**config.mk**
```make
export PLATFORM = sky130hd
export DESIGN_NAME = fifo_unpacker
export DESIGN_NICKNAME = d
export VERILOG_FILES = /design/src/rtl/fifo_unpacker_pkg.sv /design/src/rtl/fifo_unpacker_word_slice_mux.sv /design/src/rtl/fifo_unpacker.sv
export SDC_FILE = /design/constraint.sdc
export NUM_CORES = 1
export LEC_CHECK = 0
export BUFFER_PORTS_ARGS = -buffer_cell sky130_fd_sc_hd__buf_2
export CORE_MARGIN = 4
export CORE_UTILIZATION = 30
export CTS_BUF_LIST = sky130_fd_sc_hd__clkbuf_4 sky130_fd_sc_hd__clkbuf_8
export DETAILED_ROUTE_END_ITERATION = 12
export PLACE_DENSITY_LB_ADDON = 0.1
export SLEW_MARGIN = 0
export SYNTH_ARGS = -nofsm -noshare
export SYNTH_HDL_FRONTEND = slang
export SYNTH_SLANG_ARGS = --single-unit
```
**constraint.sdc**
```tcl
create_clock -name clk -period 2.35 [get_ports clk]
set_clock_uncertainty 0.1 [all_clocks]
set_input_delay 0.47 -clock clk [delete_from_list [all_inputs] [get_ports clk]]
set_output_delay 0.47 -clock clk [all_outputs]
set_load 0.02 [all_outputs]
```
**src/rtl/fifo_unpacker_pkg.sv**
```systemverilog
// Shared types and helpers for the fifo word unpacker (and a future packer).
package fifo_unpacker_pkg;

  typedef enum logic {
    S_IDLE = 1'b0,
    S_HOLD = 1'b1
  } unpack_state_t;

  // Widest word the slice helper can handle; callers zero-extend into it.
  localparam int unsigned SLICE_MAX_W = 1024;

  // Returns the word shifted so that beat 'idx' sits in the low out_w bits.
  // msb_first selects whether beat 0 is the top or the bottom slice.
  function automatic logic [SLICE_MAX_W-1:0] slice_sel(
    input logic [SLICE_MAX_W-1:0] word,
    input int unsigned            idx,
    input int unsigned            out_w,
    input int unsigned            ratio,
    input logic                   msb_first
  );
    int unsigned pos;
    if (msb_first) begin
      pos = ratio - 32'd1 - idx;
    end else begin
      pos = idx;
    end
    return word >> (pos * out_w);
  endfunction

endpackage

```
**src/rtl/fifo_unpacker_word_slice_mux.sv**
```systemverilog
// Combinational beat selector: picks slice idx of a held word, zero when invalid.
module word_slice_mux
  import fifo_unpacker_pkg::*;
#(
  parameter int unsigned DATA_W    = 32,
  parameter int unsigned RATIO     = 4,
  parameter bit          MSB_FIRST = 1'b0
) (
  input  logic                       valid_i,
  input  logic [DATA_W-1:0]          word_i,
  input  logic [$clog2(RATIO)-1:0]   idx_i,
  output logic [DATA_W/RATIO-1:0]    data_o
);

  localparam int unsigned OUT_W = DATA_W / RATIO;

  // Select the current beat; force zero so idle output never leaks stale data.
  always_comb begin
    if (valid_i) begin
      data_o = OUT_W'(slice_sel(SLICE_MAX_W'(word_i), 32'(idx_i), OUT_W, RATIO, MSB_FIRST));
    end else begin
      data_o = '0;
    end
  end

endmodule

```
**src/rtl/fifo_unpacker.sv**
```systemverilog
// Pops wide words from a FWFT fifo and emits each as RATIO narrow beats on a
// valid/ready stream, reloading the next word in the cycle the last beat goes.
module fifo_unpacker
  import fifo_unpacker_pkg::*;
#(
  parameter int unsigned DATA_W    = 32,
  parameter int unsigned RATIO     = 4,
  parameter bit          MSB_FIRST = 1'b0
) (
  input  logic                    clk,
  input  logic                    rst,
  input  logic                    f_empty_i,
  input  logic [DATA_W-1:0]       f_data_i,
  output logic                    f_req_o,
  input  logic                    flush_i,
  output logic                    out_valid_o,
  output logic [DATA_W/RATIO-1:0] out_data_o,
  output logic                    out_last_o,
  input  logic                    out_ready_i,
  output logic                    busy_o
);

  localparam int unsigned IDX_W    = $clog2(RATIO);
  localparam int unsigned LAST_IDX = RATIO - 32'd1;

  // Reject configurations the beat indexing cannot represent.
  if ((RATIO < 32'd2) || ((RATIO & (RATIO - 32'd1)) != 32'd0) ||
      ((DATA_W % RATIO) != 32'd0) || (DATA_W > SLICE_MAX_W)) begin : g_bad_cfg
    $error("fifo_unpacker: RATIO must be a power of 2 >= 2 dividing DATA_W");
  end

  unpack_state_t      state_q;
  logic [IDX_W-1:0]   idx_q;
  logic [DATA_W-1:0]  word_q;

  logic valid_s;
  logic last_beat_s;
  logic take_s;
  logic last_take_s;
  logic f_req_s;

  // Handshake decode; the pop is gated so it can never hit an empty fifo.
  always_comb begin
    valid_s     = (state_q == S_HOLD);
    last_beat_s = valid_s && (idx_q == IDX_W'(LAST_IDX));
    take_s      = valid_s && out_ready_i;
    last_take_s = take_s && last_beat_s;
    f_req_s     = !rst && !flush_i && !f_empty_i && ((state_q == S_IDLE) || last_take_s);
  end

  // Word/beat-index FSM: reload on pop, step on accept, idle when drained.
  always_ff @(posedge clk) begin
    if (rst || flush_i) begin
      state_q <= S_IDLE;
      idx_q   <= '0;
      word_q  <= '0;
    end else if (f_req_s) begin
      state_q <= S_HOLD;
      idx_q   <= '0;
      word_q  <= f_data_i;
    end else begin
      case (state_q)
        S_HOLD: begin
          if (take_s) begin
            if (last_beat_s) begin
              state_q <= S_IDLE;
            end else begin
              idx_q <= idx_q + IDX_W'(1'b1);
            end
          end
        end
        default: begin
          state_q <= state_q;
        end
      endcase
    end
  end

  word_slice_mux #(
    .DATA_W   (DATA_W),
    .RATIO    (RATIO),
    .MSB_FIRST(MSB_FIRST)
  ) u_slice_mux (
    .valid_i(valid_s),
    .word_i (word_q),
    .idx_i  (idx_q),
    .data_o (out_data_o)
  );

  assign f_req_o     = f_req_s;
  assign out_valid_o = valid_s;
  assign out_last_o  = last_beat_s;
  assign busy_o      = valid_s;

endmodule
```
# Word-level counts from Yosys, hierarchy flattened
# Index checks and enable logic that the tools add are counted.
# word_totals
regBits	35
in_bits	37
out_inout_bits	12
elab_cells	27
# op_classes
addsub	1
eq_ne	1
n_shift	1
n_mux	6
n_bitwise	2
reduce_logical	13
# op_table
operator	count
32-bit by 32-bit >> shifter with 8-bit output	1
29-bit two-way mux	1
8-bit two-way mux	1
1-bit logical AND	6
1-bit two-way mux	4
1-bit logical NOT	3
3-bit AND reduction	1
2-bit by 1-bit adder with 2-bit output, second input constant	1
2-bit equality test, second input constant	1
1-bit logical OR	2
1-bit inverter	2
2-bit OR reduction	1

# Depth between registers and ports, before layout
# depth
word_depth	6
ltp_mapped	5
depth_no_buf	4

# Cells and area by module
# A second synthesis with hierarchy kept.
# unflattened
hier_cells	116
area_unflattened_um2	1418.9
# by_module_without_submodules
mod	n_inst	cells_per_inst	area_per_inst_um2	seq_area_each_um2
fifo_unpacker	1	87	1163.6	700.7
word_slice_mux	1	29	255.2	0.0

# Worst setup path after synthesis
# No wires, ideal clock.
# synth_path
path_type	reg2out
startpoint	reg idx_q[0]
endpoint	out out_data_o[4]
arrival_time_ns	1.263
required_ns	1.780
slack_ns	0.517
stages_incl_launch_ff	4
path_buffers	1
path_cell_list	dfxtp_1 buf_2 mux4_2 and2_1
# synth_between
elab_chain_cells	3
# synth_rtl
item	line_no	rtl
start: declaration	fifo_unpacker.sv:33	logic [IDX_W-1:0] idx_q;
start signal: assignment	fifo_unpacker.sv:68	idx_q <= idx_q + IDX_W'(1'b1);
29-bit two-way mux	fifo_unpacker_word_slice_mux.sv:19	if (valid_i) begin
32-bit by 32-bit >> shifter with 8-bit output	fifo_unpacker_pkg.sv:27	return word >> (pos * out_w);
8-bit two-way mux	fifo_unpacker_word_slice_mux.sv:19	
end: declaration	fifo_unpacker.sv:17	output logic [DATA_W/RATIO-1:0] out_data_o,
# Every way passes these cells. The select of a mux whose other input is x is not followed.

# Final worst setup path
# layout_path
startpoint	reg idx_q[1]
endpoint	out out_data_o[0]
# The elaborated chain is that of the path after synthesis.

==> out/metrics.cfg <==
[cts]
cts.sinks = 35
cts_made_buffers = 5
clock_latency_ns = 0.28
clkTransAtPathRegs_ns = 0.07
postCtsSetupBuffers = 0
cts_tree = done
cts.htree.levels = 2
clockBufferDepth = 2
cts_root_buffer = clkbuf_8

[floorplanning]
core_um2 = 4440
num_rows = 24
die_h_um = 76.2
start_util_pct = 31.4
dieArea_um2 = 5810
io-pin-count = 49
die_w_um = 76.2

[power_and_ir_drop]
report.power.total_w = 0.00115
power.leakage_nw = 0.794
powerDensity_nw_per_um2 = 651
peakVddDrop_mv = 0.333

[critical_path]
r2r_start = idx_q[1]$_SDFFE_PP0P_
arrival_ns = 1.61
endpoint_kind = output port
critical_path_required_ns = 1.78
r2r_slack_ns = 0.55
worstPathMaxFanout = 8
reg2reg_depth = 5
rr_endpoint = word_q[12]$_SDFFE_PP0P_
setup.worst_path.class = reg -> out
critPathLaunchType = register

[sta]
worst_pin_slew_ns = 0.341
tns_ns = 0
period_minus_slack_ns = 2.18
fmax_mhz = 458
finalHoldViolations = 0
slew_violations = 0
rsz0062_at_grt = no
relSlewSlack_pct = 77.3
timing.final.ws_setup_ns = 0.169
fin_crit_sh_pct = 92.8
setup-violations-final = 0

[finish]
nets = 195
area_delta_synth_final_pct = 26.4
antenna_cells = 0
fillers = 438
seq_area_um2 = 703
layout-drive-gt1-share_pct = 48.1
multi_input_area_um2 = 619

[global_routing]
antenna_found_initial = 0
gr-total-overflow = 0
grt_use_total_pct = 12.2
grt_first_pass_wirelength_um = 5600
grt_max_degree = 33
grt_pass1_vias = 1154

[logic_synthesis]
ys_seq_area_share_pct = 50.2
netlist_instances = 106
yosys_warnings = 0
yosys_register_bits = 35
syn_area_per_cell_um2 = 13.2
synth.distinct_cells = 19
synthAdderAreaFrac_pct = 0.896
synth_xor_area_share_pct = 0.627
synthMuxAreaShare_pct = 13.6
synth_top_family_by_area = compound AO/OA/AOI/OAI gates
synth_compound_area_share_pct = 21.8
syn-cell-area_um2 = 1400
synthSimpleGateAreaFrac_pct = 7.44
synth_nets = 144

[routing]
antenna_left = 0
drcViolationCount = 0
wl_per_cell_um = 15.9
first_pass_iters = 4
viasPerCell = 5.07
detailroute.via_count = 1065
wirelength_um = 3350
drt-initial-drc-count = 35

[min_path]
holdCritStartpoint = f_data_i[23]
holdPathStages = 2
whs_endpoint = word_q[23]$_SDFFE_PP0P_
min_path_type = in -> reg

[place]
hpwl_um = 2480
pre_cts_slack_ns = 0.278
gp_congestion = 0.722
port-buffer-count = 48

[status]
status = completed

[run]
maxCapViolations = 0

## how the worst max path moves through the flow
| stage | startpoint | end | slack (ns) | depth (start not counted) |
|---|---|---|---|---|
| floorplan | idx_q[0]$_SDFFE_PP0P_ | out_data_o[4] | 0.52 | 3 |
| global placement | idx_q[1]$_SDFFE_PP0P_ | out_data_o[0] | 0.32 | 3 |
| detailed placement | idx_q[1]$_SDFFE_PP0P_ | out_data_o[0] | 0.28 | 3 |
| CTS | idx_q[0]$_SDFFE_PP0P_ | out_data_o[0] | 0.05 | 4 |
| global route | idx_q[1]$_SDFFE_PP0P_ | out_data_o[0] | 0.08 | 3 |
| finish | idx_q[1]$_SDFFE_PP0P_ | out_data_o[0] | 0.17 | 3 |
## power by group
group	internal [W]	leakage, nW	switching (W)
registers	0.000612	0.286	0.0000104
logic	0.0000531	0.459	0.0000427
clock network	0.000231	0.0491	0.000201
## synth_stat cells
library cell	number	area (um2)
a21bo_2	1	10.0
nor2b_1	1	6.26
or2_4	1	8.76
mux2i_1	1	10.0
buf_4	2	15.0
and2_1	10	62.6
a21oi_2	1	8.76
inv_1	1	3.75
nand3b_1	1	7.51
mux4_2	8	180
ha_1	1	12.5
clkbuf_1	1	3.75
buf_6	3	33.8
dfxtp_1	35	701
buf_2	4	20.0
xnor2_1	1	8.76
nor3b_4	1	18.8
a21oi_1	1	5.00
a22o_1	32	280
## cell type report
type	instances	area share (%)
sequential	35	39.8
clock inverter	1	0.283
multi-input combinational	60	35.1
timing repair buffer	54	16.2
tap	52	3.69
clock buffer	7	4.75
inverter	1	0.213
## worst max-delay path, cell delays in order, from the launching register on
cell,delay [ns]
dfxtp_2,0.47
mux4_2,0.54
and2_1,0.17
buf_2,0.15
## what timing repair did
action | in CTS | in global routing
hold buffers | 0 | 0
hold endpoints to repair | 0 | 0
gates resized for setup | 1 | 1
setup endpoints to repair | 3 | 5
## kinds of logic after synthesis
group                      after synthesis
AOI/OAI and AO/OA                       35
xor gates and xnor gates                 1
adders and majority gates                1
buffers and inverters                   11
DFF                                     35
muxes                                    9
and+or+nand+nor                         14
## per-layer routing
layer / vias to the layer above / GRT usage (%) / share of wire (%)
li1: 504 / - / -
met1: 518 / 15.4 / 47
met2: 38 / 18.3 / 44
met3: 5 / 5.67 / 7.6
met4: 0 / 4.35 / 1.1
met5: - / 0 / 0
## registers in the layout, summed over array words and instances, names as in the netlist
| signal | flops |
|---|---|
| word_q | 32 |
| idx_q | 2 |
| busy_o | 1 |
## through the flow
step | std cells | hold WS, ns | instance area, um2 | util (%)
CTS | 210 | 0.290 | 1760 | 39.7
global route | 210 | 0.286 | 1770 | 39.7
detailed placement | 202 | 0.352 | 1670 | 37.7
finish | 210 | 0.301 | 1770 | 39.7
global placement | 202 | 0.352 | 1670 | 37.7
floorplan | 106 | 0.337 | 1400 | -
## placed cells by master, fill, tap and decap left out
cell type	Yosys	final
or2_4	1	1
dfxtp_2	0	2
a21oi_1	1	1
clkbuf_8	0	5
a21oi_2	1	1
dfxtp_1	35	33
mux4_2	8	8
mux2i_1	1	1
buf_4	2	6
and2_1	10	10
nand3b_1	1	1
a21bo_2	1	1
nor3b_4	1	1
nor2b_1	1	1
a22o_1	32	32
clkinv_2	0	1
clkbuf_4	0	2
ha_1	1	1
xnor2_1	1	1
buf_2	4	48
inv_1	1	1
No activity file was read; power rests on OpenSTA's default activity.
